File: src/rtl/imem_loader.sv
// +--------------------------------------------------------------------------+
// | imem_loader: assembles a little-endian byte stream into instruction     |
// | words, writes them to instruction memory and gates the CPU reset. r1.0  |
// +--------------------------------------------------------------------------+
`default_nettype none

module imem_loader #(
  parameter int WIDTH       = 32,
  parameter int DEPTH_WORDS = 256
) (
  input  logic             clk,
  input  logic             a_reset_n,
  input  logic             i_start,
  input  logic             i_byte_valid,
  input  logic [7:0]       i_byte,
  output logic             o_byte_ready,
  output logic             o_we,
  output logic [WIDTH-1:0] o_waddr,
  output logic [WIDTH-1:0] o_wdata,
  output logic             o_cpu_reset_n,
  output logic             o_busy,
  output logic             o_load_done,
  output logic             o_error,
  output logic [15:0]      o_word_count
);

  localparam logic [15:0] LAST_IDX = 16'(DEPTH_WORDS - 1);

  typedef enum logic [2:0] {
    IDLE  = 3'd0,
    RECV  = 3'd1,
    WRITE = 3'd2,
    DONE  = 3'd3,
    ERR   = 3'd4
  } state_t;

  state_t      state;
  state_t      state_nxt;
  logic [1:0]  byte_idx;
  logic [31:0] word;
  // Word index and session word count always move together, so one register serves both.
  logic [15:0] word_idx;
  logic        cpu_rst_n;
  logic        accept;
  logic        start_session;

  always_ff @(posedge clk or negedge a_reset_n) begin
    if (!a_reset_n) begin
      state <= IDLE;
    end else begin
      state <= state_nxt;
    end
  end

  always_comb begin
    state_nxt     = state;
    o_byte_ready  = 1'b0;
    o_we          = 1'b0;
    o_busy        = 1'b0;
    o_load_done   = 1'b0;
    o_error       = 1'b0;
    o_waddr       = '0;
    o_wdata       = '0;
    accept        = 1'b0;
    start_session = 1'b0;
    case (state)
      IDLE: begin
        if (i_start) begin
          state_nxt     = RECV;
          start_session = 1'b1;
        end
      end
      RECV: begin
        o_byte_ready = 1'b1;
        o_busy       = 1'b1;
        accept       = i_byte_valid;
        if (i_byte_valid && (byte_idx == 2'd3)) begin
          state_nxt = WRITE;
        end
      end
      WRITE: begin
        o_we    = 1'b1;
        o_busy  = 1'b1;
        o_waddr = WIDTH'({word_idx, 2'b00});
        o_wdata = WIDTH'(word);
        // A zero word terminates the load even when it is also the last slot.
        if (word == 32'd0) begin
          state_nxt = DONE;
        end else if (word_idx == LAST_IDX) begin
          state_nxt = ERR;
        end else begin
          state_nxt = RECV;
        end
      end
      DONE: begin
        o_load_done = 1'b1;
        if (i_start) begin
          state_nxt     = RECV;
          start_session = 1'b1;
        end
      end
      ERR: begin
        o_error = 1'b1;
        if (i_start) begin
          state_nxt     = RECV;
          start_session = 1'b1;
        end
      end
      default: begin
        state_nxt = IDLE;
      end
    endcase
  end

  always_ff @(posedge clk or negedge a_reset_n) begin
    if (!a_reset_n) begin
      byte_idx  <= 2'd0;
      word      <= 32'd0;
      word_idx  <= 16'd0;
      cpu_rst_n <= 1'b0;
    end else begin
      // Registered so the core reset never glitches; only a clean load releases it.
      cpu_rst_n <= (state_nxt == DONE);
      if (start_session) begin
        byte_idx <= 2'd0;
        word     <= 32'd0;
        word_idx <= 16'd0;
      end else begin
        if (accept) begin
          word[{byte_idx, 3'b000} +: 8] <= i_byte;
          byte_idx                      <= byte_idx + 2'd1;
        end
        if (state == WRITE) begin
          word_idx <= word_idx + 16'd1;
        end
      end
    end
  end

  assign o_cpu_reset_n = cpu_rst_n;
  assign o_word_count  = word_idx;

endmodule

`default_nettype wire

File: config.mk
export PLATFORM = sky130hd
export DESIGN_NAME = imem_loader
export DESIGN_NICKNAME = d
export VERILOG_FILES = /design/src/rtl/imem_loader.sv
export SDC_FILE = /design/constraint.sdc
export NUM_CORES = 1
export LEC_CHECK = 0
export CAP_MARGIN = 0
export CORE_ASPECT_RATIO = 0.9
export CORE_MARGIN = 3
export CORE_UTILIZATION = 50
export DETAILED_ROUTE_END_ITERATION = 8
export PLACE_DENSITY_LB_ADDON = 0.1
export SLEW_MARGIN = 20
export SYNTH_ARGS = -nofsm -noshare
export SYNTH_HDL_FRONTEND = slang
export SYNTH_SLANG_ARGS = --single-unit
export TNS_END_PERCENT = 20
File: constraint.sdc
create_clock -name clk -period 5.65 [get_ports clk]
set_input_delay 1.13 -clock clk [delete_from_list [all_inputs] [get_ports clk]]
set_output_delay 1.13 -clock clk [all_outputs]
set_load 0.01 [all_outputs]
### Word-level counts from Yosys, hierarchy flattened

Cells that the tools add are included.

* register bits: 54
* input port bits: 12
* output and inout bits: 86

* $add $sub $neg: 3
* equality and inequality tests: 7
* shift-type cells: 2
* muxes and demuxes: 22
* reductions and logical operators: 7

Operators with widths (number)
* 32-bit 2-to-1 mux: 3
* 32-bit bitwise mux: 1
* 32-bit zero test: 1
* 16-bit 2-to-1 mux: 2
* 8-bit by 7-bit variable shift with 32-bit output, first input constant: 1
* 8-bit by 7-bit indexed part select with 32-bit output: 1
* 18-bit 2-to-1 mux: 1
* 16-bit by 1-bit adder with 16-bit output, second input constant: 1
* 16-bit by 8-bit equality test with 1-bit output, second input constant: 1
* 3-bit 2-to-1 mux: 4
* 3-bit by 2-bit equality test with 1-bit output, second input constant: 3
* 3-bit one-hot mux with 3 select lines: 1
* 1-bit 2-to-1 mux: 8
* 5-bit negation with 7-bit output: 1
* 2-bit 2-to-1 mux: 2
* 2-bit nonzero test: 2
* 3-bit by 1-bit equality test with 1-bit output, second input constant: 1
* 3-bit equality test, second input constant: 1
* 3-bit zero test: 1
* 3-bit OR reduction: 1
* 2-bit by 1-bit adder with 2-bit output, second input constant: 1
* 2-bit equality test, second input constant: 1
* 2-bit OR reduction: 1
* 1-bit logical AND: 1

### Depth between registers and ports, before layout

Gate-level depths: netlist of the first run.

* depth in word-level cells: 5
* gate-level depth with buffers: 7
* depth with buffers taken out: 5

### Worst setup path before layout of the first run

Ideal clock, no wire load.

* kind: register to output
* from: register state[2]
* to: output port o_waddr[11]
* data arrival time: 1585 ps
* data required time: 4520 ps
* slack: 2935 ps
* stages on the path, launching flop included: 7
* path through: dfrtp_1 clkbuf_2 or3b_1 buf_2 clkinv_1 clkbuf_1 and2_1

* cells in the longest elaborated chain, start to end: 2

RTL lines
* start, declared: RTL line 37 `state_t state;`
* start signal, assigned: RTL line 51 `state <= state_nxt;`
* 3-bit by 2-bit equality test with 1-bit output: RTL line 66 `case (state)`
* 18-bit 2-to-1 mux: RTL line 66
* end, declared: RTL line 18 `output logic [WIDTH-1:0] o_waddr,`

No other way between the ends.

### Worst setup path after layout of the first run

* from: register state[1]
* to: output port o_wdata[20]

* cells in the longest elaborated chain, start to end: 2

RTL lines
* 3-bit by 2-bit equality test with 1-bit output: RTL line 66
* 32-bit 2-to-1 mux: RTL line 66
* end, declared: RTL line 19 `output logic [WIDTH-1:0] o_wdata,`

No other way between the ends.

==> impl_metrics.ini, run 1 <==
[synth]
synth_area_leaders = dfrtp_1 (46%), and2_1 (10%), a22o_1 (7.1%)
async_flop_share = 1.00
syn_inst = 309
synth_edf_count = 0
yosysWarnings = 0
synth-seq-cells = 54
seq_area_frac_synth = 0.456
netlist.area_leader.share = 0.456
synthDistinctLibCells = 44
yosysTopAreaCell = dfrtp_1
syn_area_per_cell_um2 = 9.59
synth_flop_cell = dfrtp_1
syn-cell-area_mm2 = 0.00296

[finish]
drive_above_1_share = 0.0420
final_cell_mix = clkdlybuf4s50_1 (80), dfrtp_1 (54), and2_1 (49)
final_common_cell = clkdlybuf4s50_1
nNetsFinal = 398
area_growth_pct = 30.3
antenna_cells = 0

[global_routing]
antenna_found_initial = 0
grt_pass1_vias = 2472
grt_start_max_net_pins = 55
grt.overflow.total = 0
grt_pass1_wl_um = 12300
grt_usage = 0.222

[timing]
rsz0062_at_grt = no
finalHoldViolations = 0
relSlewSlack = 0.285
setup_tns_ns = 0
fin_crit_ns = 3.76
setup_slack_ns = 1.89
fmax_mhz = 266
period_share = 0.665
setup_viol = 0
maxSlewViolCount = 0
finClkSkew_ns = 0.00913
worst-slew-pin-transition_ns = 1.07

[route]
dr.pass1.iters = 4
wl_per_cell_um = 16.3
remaining_drc_errors = 0
antenna_left = 0
drtIter0Drc = 146
via_per_inst = 5.66
drt_wl_total_um = 7310
vias = 2534

[clock_tree]
holdBufCountCts = 0
clkLatencyLatePin_ns = 0.31
cts_made_buffers = 5
ctsHtreeMaxLevel = 2
cts_buffer_depth = 2
clock-root-buffer = clkbuf_8
cts_tree = built
cts_resized = 0
clk_pin_slew_ns = 0.10
cts_setup_buffers = 0
cts_sinks = 54

[placed_design]
routabilityCongestion = 0.794
port_buffers = 81
pre_cts_slack_ns = 2.15
hpwlAfterDp_um = 5220

[power_and_ir_drop]
combPwrFrac = 0.355
switchingPower_uw = 460
p_leak_uw = 0.00162
p_int_uw = 776
switching_share = 0.372
peakVddDrop_mv = 0.326
power.share.clock = 0.211
seq_power_share = 0.434
powerDensity_mw_per_mm2 = 320

[critical_path]
crit_path_max_fanout = 41
crit_required_ns = 4.52
ff2ff_path_depth = 5
crit_arrival_ns = 2.63
startpoint_type = flop
endpoint_kind = output pin
regToRegEndpoint = word[29]
r2r_slack_ns = 3.19
reg2reg_from = state[2]
critPathKind = reg -> out

[floorplanning]
rows = 25
ios = 98
start_util = 0.541
core_area_mm2 = 0.00547
fp.dieH_um = 79.0
fp.dieArea_mm2 = 0.00689
fp.dieW_um = 87.2

[outcome]
status = complete, no violations

[job]
drv_cap = 0

[hold_path]
min_path_cells = 1
min_path_type = reg -> reg
min_to = word[12]
hold_start = word[12]
registers in the layout (all words and copies together) (netlist names):
signal         cells
byte_idx           2
state              3
o_word_count      16
o_cpu_reset_n      1
word              32
cell usage after synthesis (2+ instances only):
cell type	instances
nand4_1	12
o21a_1	2
o31ai_1	2
a22o_1	24
nand2_1	18
nor3_1	2
nor4bb_1	3
inv_1	5
xnor2_1	6
buf_1	3
dfrtp_1	54
xor2_1	4
or3_1	5
a21oi_1	17
buf_4	16
and2_1	49
clkbuf_1	13
o21ai_0	8
ha_1	6
nor4_1	12
nor2_1	15
and4_1	4
nand3_1	8
cells by family after synthesis:
group,count (synthesis),synth area share
compound gates,59,0.138
xor+xnor,10,0.0295
fa+ha+maj,6,0.0253
buf+inv,40,0.0718
flops,54,0.456
other cells,1,0.00127
simple gates,139,0.278
stage by stage:
stage               total power, µW  hold WS (ns)  utilization  cells  cell area [µm²]
finish                         1240         0.539        0.705    448             3860
global route                   1310         0.564        0.705    448             3860
CTS                            1230         0.543        0.703    448             3850
detailed placement              969         0.520        0.682    440             3730
global placement                952         0.510        0.682    440             3730
floorplan                       816         0.488            -    324             3020
layout make-up:
class	count	area [µm²]
fill	420	1610
multi-input combinational	230	1470
sequential	54	1350
timing repair buffer	83	821
tap	67	83.8
clock buffer	5	68.8
clock inverter	3	45.0
inverter	6	22.5
power groups by stage:
stage	clock network (µW)	registers, µW	logic (µW)
after floorplan	0	521	295
after global placement	0	537	415
after detailed placement	0	541	429
after CTS	265	533	432
after global routing	281	549	484
final	261	536	439
metal layers:
metal | global-route usage | share of wire | up-vias
li1 | - | - | 1208
met1 | 0.317 | 0.46 | 1220
met2 | 0.360 | 0.47 | 102
met3 | 0.0415 | 0.067 | 4
met4 | 0.0368 | 0.0053 | 0
met5 | 0 | 0 | -
critical path, cell delays in order, from the launching register on:
cell	delay, ns
dfrtp_1	0.48
or3b_1	0.51
clkinv_1	0.24
buf_4	0.36
and2_1	0.18
clkdlybuf4s50_1	0.54
worst max path at each step:
stage,endpoint,start,cells past startpoint,slack (ns)
4_1_cts,o_wdata[20],state[1],5,1.86
3_5_place_dp,word[6],i_byte_valid,4,2.15
2_1_floorplan,o_waddr[11],state[2],6,2.94
3_3_place_gp,o_wdata[21],state[0],5,2.27
5_1_grt,o_wdata[21],state[2],5,1.70
6_report,o_wdata[20],state[1],5,1.89
Power figures use the tool's default switching activity.
==> run 2: changes to the inputs <==
--- a/config.mk
+++ b/config.mk
@@ -8,7 +8,7 @@
 export CAP_MARGIN = 0
 export CORE_ASPECT_RATIO = 0.9
 export CORE_MARGIN = 3
-export CORE_UTILIZATION = 50
+export CORE_UTILIZATION = 42
 export DETAILED_ROUTE_END_ITERATION = 8
 export PLACE_DENSITY_LB_ADDON = 0.1
 export SLEW_MARGIN = 20
==> constraint.sdc (replaced) <==
create_clock -name clk -period 3.1 [get_ports clk]
set_input_delay 0.62 -clock clk [delete_from_list [all_inputs] [get_ports clk]]
set_output_delay 0.62 -clock clk [all_outputs]
set_load 0.01 [all_outputs]
==> run 2 against run 1 <==
Count of clock-buffer cells in the layout unchanged. Wire length up 3.3%. Hold slack lost 0.25 ns. Die area increased by 18%. Total power increased by 78%. Critical endpoint is now o_wdata[7]. Largest cell class unchanged.
==> impl_metrics.ini, run 2 (synthesis results as in run 1) <==
[route]
antenna_left = 0
remaining_drc_errors = 0
vias = 2537
drtIter0Drc = 129
wl_per_cell_um = 15.9
drt_wl_total_um = 7550
via_per_inst = 5.34
dr.pass1.iters = 4

[finish]
drive_above_1_share = 0.0468
finalNonFillerCells = 475
final_cell_mix = clkdlybuf4s50_1 (80), dfrtp_1 (54), and2_1 (49)
regMostFlops = word
area_growth_pct = 31.7
fin_util = 0.580
largest_reg_flops = 32
final_common_cell = clkdlybuf4s50_1
nNetsFinal = 402
antenna_cells = 0

[timing]
worst-slew-pin-transition_ns = 0.649
relSlewSlack = 0.567
rsz0062_at_grt = no
finalHoldViolations = 0
setup_tns_ns = 0
fin_crit_ns = 2.92
setup_slack_ns = 0.176
period_share = 0.943
fmax_mhz = 342
setup_viol = 0
maxSlewViolCount = 0
finClkSkew_ns = 0.0101

[placed_design]
dp_cells = 467
port_buffers = 81
routabilityCongestion = 0.802
hpwlAfterDp_um = 5410
pre_cts_slack_ns = 0.479

[power_and_ir_drop]
switchingPower_uw = 849
powerDensity_mw_per_mm2 = 562
seq_power_share = 0.441
p_leak_uw = 0.00164
peakVddDrop_mv = 0.343
p_int_uw = 1350
combPwrFrac = 0.371
switching_share = 0.387
power.share.clock = 0.188

[critical_path]
endpoint_kind = output pin
cpPeakStageDelay_ns = 0.53
critPathKind = reg -> out
crit_required_ns = 2.48
crit_path_top_delay_cell = clkdlybuf4s50_1
path_cells = or3b_1, clkinv_1, buf_4, and2_1, clkdlybuf4s50_1
crit_path_max_fanout = 25
startpoint_type = flop
crit_arrival_ns = 2.30

[global_routing]
grt.overflow.total = 0
grt_pass1_vias = 2301
grt_usage = 0.192
antenna_found_initial = 0
grt_pass1_wl_um = 12200
grt_start_max_net_pins = 55

[hold_path]
min_path_type = in -> async

[clock_tree]
holdBufCountCts = 0
ctsHtreeMaxLevel = 2
cts_buffer_depth = 2
clkLatencyLatePin_ns = 0.32
cts_made_buffers = 5
cts_sinks = 54
cts_tree = built
clock-root-buffer = clkbuf_8
clk_pin_slew_ns = 0.10

[floorplanning]
fp.dieW_um = 94.6
fp.dieH_um = 85.7
rows = 28
ios = 98
start_util = 0.441
fp.dieArea_mm2 = 0.00810
core_area_mm2 = 0.00673

[job]
drv_cap = 0

[outcome]
status = complete, no violations
[run 2: cell types whose count changed in the layout (fill, tap and decap cells not counted)]
cell,delta
buf_4,+2
nor4bb_1,+2
nor4bb_2,-2
buf_12,+1
buf_6,+1
bufinv_16,-1
clkinv_4,+1
clkinvlp_4,-1
inv_6,+1
[run 2: layout make-up]
cell class	instances	area [µm²]
clock buffer	5	68.8
clock inverter	3	25.0
fill	631	2820
inverter	6	22.5
multi-input combinational	230	1460
sequential	54	1350
tap	90	113
timing repair buffer	87	867
[run 2: path summary, 6_finish.rpt]
| check | depth (start not counted) | slack [ns] | start | to |
|---|---|---|---|---|
| max | 5 | 0.18 | state[2] | o_wdata[7] |
| min | 2 | 0.29 | a_reset_n | o_word_count[10] |
| max reg2reg | 4 | 0.98 | o_word_count[2] | o_word_count[15] |
| min reg2reg | 1 | 0.54 | word[13] | word[13] |
| max in group asynchronous | 2 | 2.56 | a_reset_n | word[29] |
| min in group clk | 1 | 0.54 | word[13] | word[13] |
[run 2: worst max-delay path, delay by kind of cell, from the launching register on]
kind / cells / cell delay (ns)
flip-flops: 1 / 0.47
AND/OR/NAND/NOR: 2 / 0.65
buffers and inverters: 3 / 0.87
[run 2: metrics by stage]
stage               cell area [µm²]  total power (µW)  hold WS [ns]
floorplan                      3020              1490         0.324
global placement               3810              1780         0.509
detailed placement             3810              1800         0.517
CTS                            3900              2210         0.297
global route                   3900              2340         0.300
finish                         3900              2200         0.287
[run 2: repair_timing]
action | in CTS | in global routing
buffers inserted | 0 | 0
gates resized for setup | 0 | 1
setup endpoints to repair | 0 | 13
[run 2: routing by layer]
layer	global-route usage	up-vias	routed length (µm)
li1	-	1218	-
met1	0.297	1229	3700
met2	0.285	84	3410
met3	0.0289	6	371
met4	0.0433	0	68
met5	0	-	0
[run 2: power groups by stage]
stage / Combinational [µW] / Sequential, µW / Clock [µW]
floorplan: 538 / 950 / 0
global placement: 799 / 978 / 0
detailed placement: 816 / 982 / 0
CTS: 817 / 968 / 427
global route: 906 / 988 / 448
finish: 814 / 968 / 414
==> run 3: changes to the inputs <==
--- a/config.mk
+++ b/config.mk
@@ -11,7 +11,6 @@
 export CORE_UTILIZATION = 42
 export DETAILED_ROUTE_END_ITERATION = 8
 export PLACE_DENSITY_LB_ADDON = 0.1
-export SLEW_MARGIN = 20
 export SYNTH_ARGS = -nofsm -noshare
 export SYNTH_HDL_FRONTEND = slang
 export SYNTH_SLANG_ARGS = --single-unit
==> results of run 3 <==
The final DEF is identical to that of run 2; final timing and power are the same.
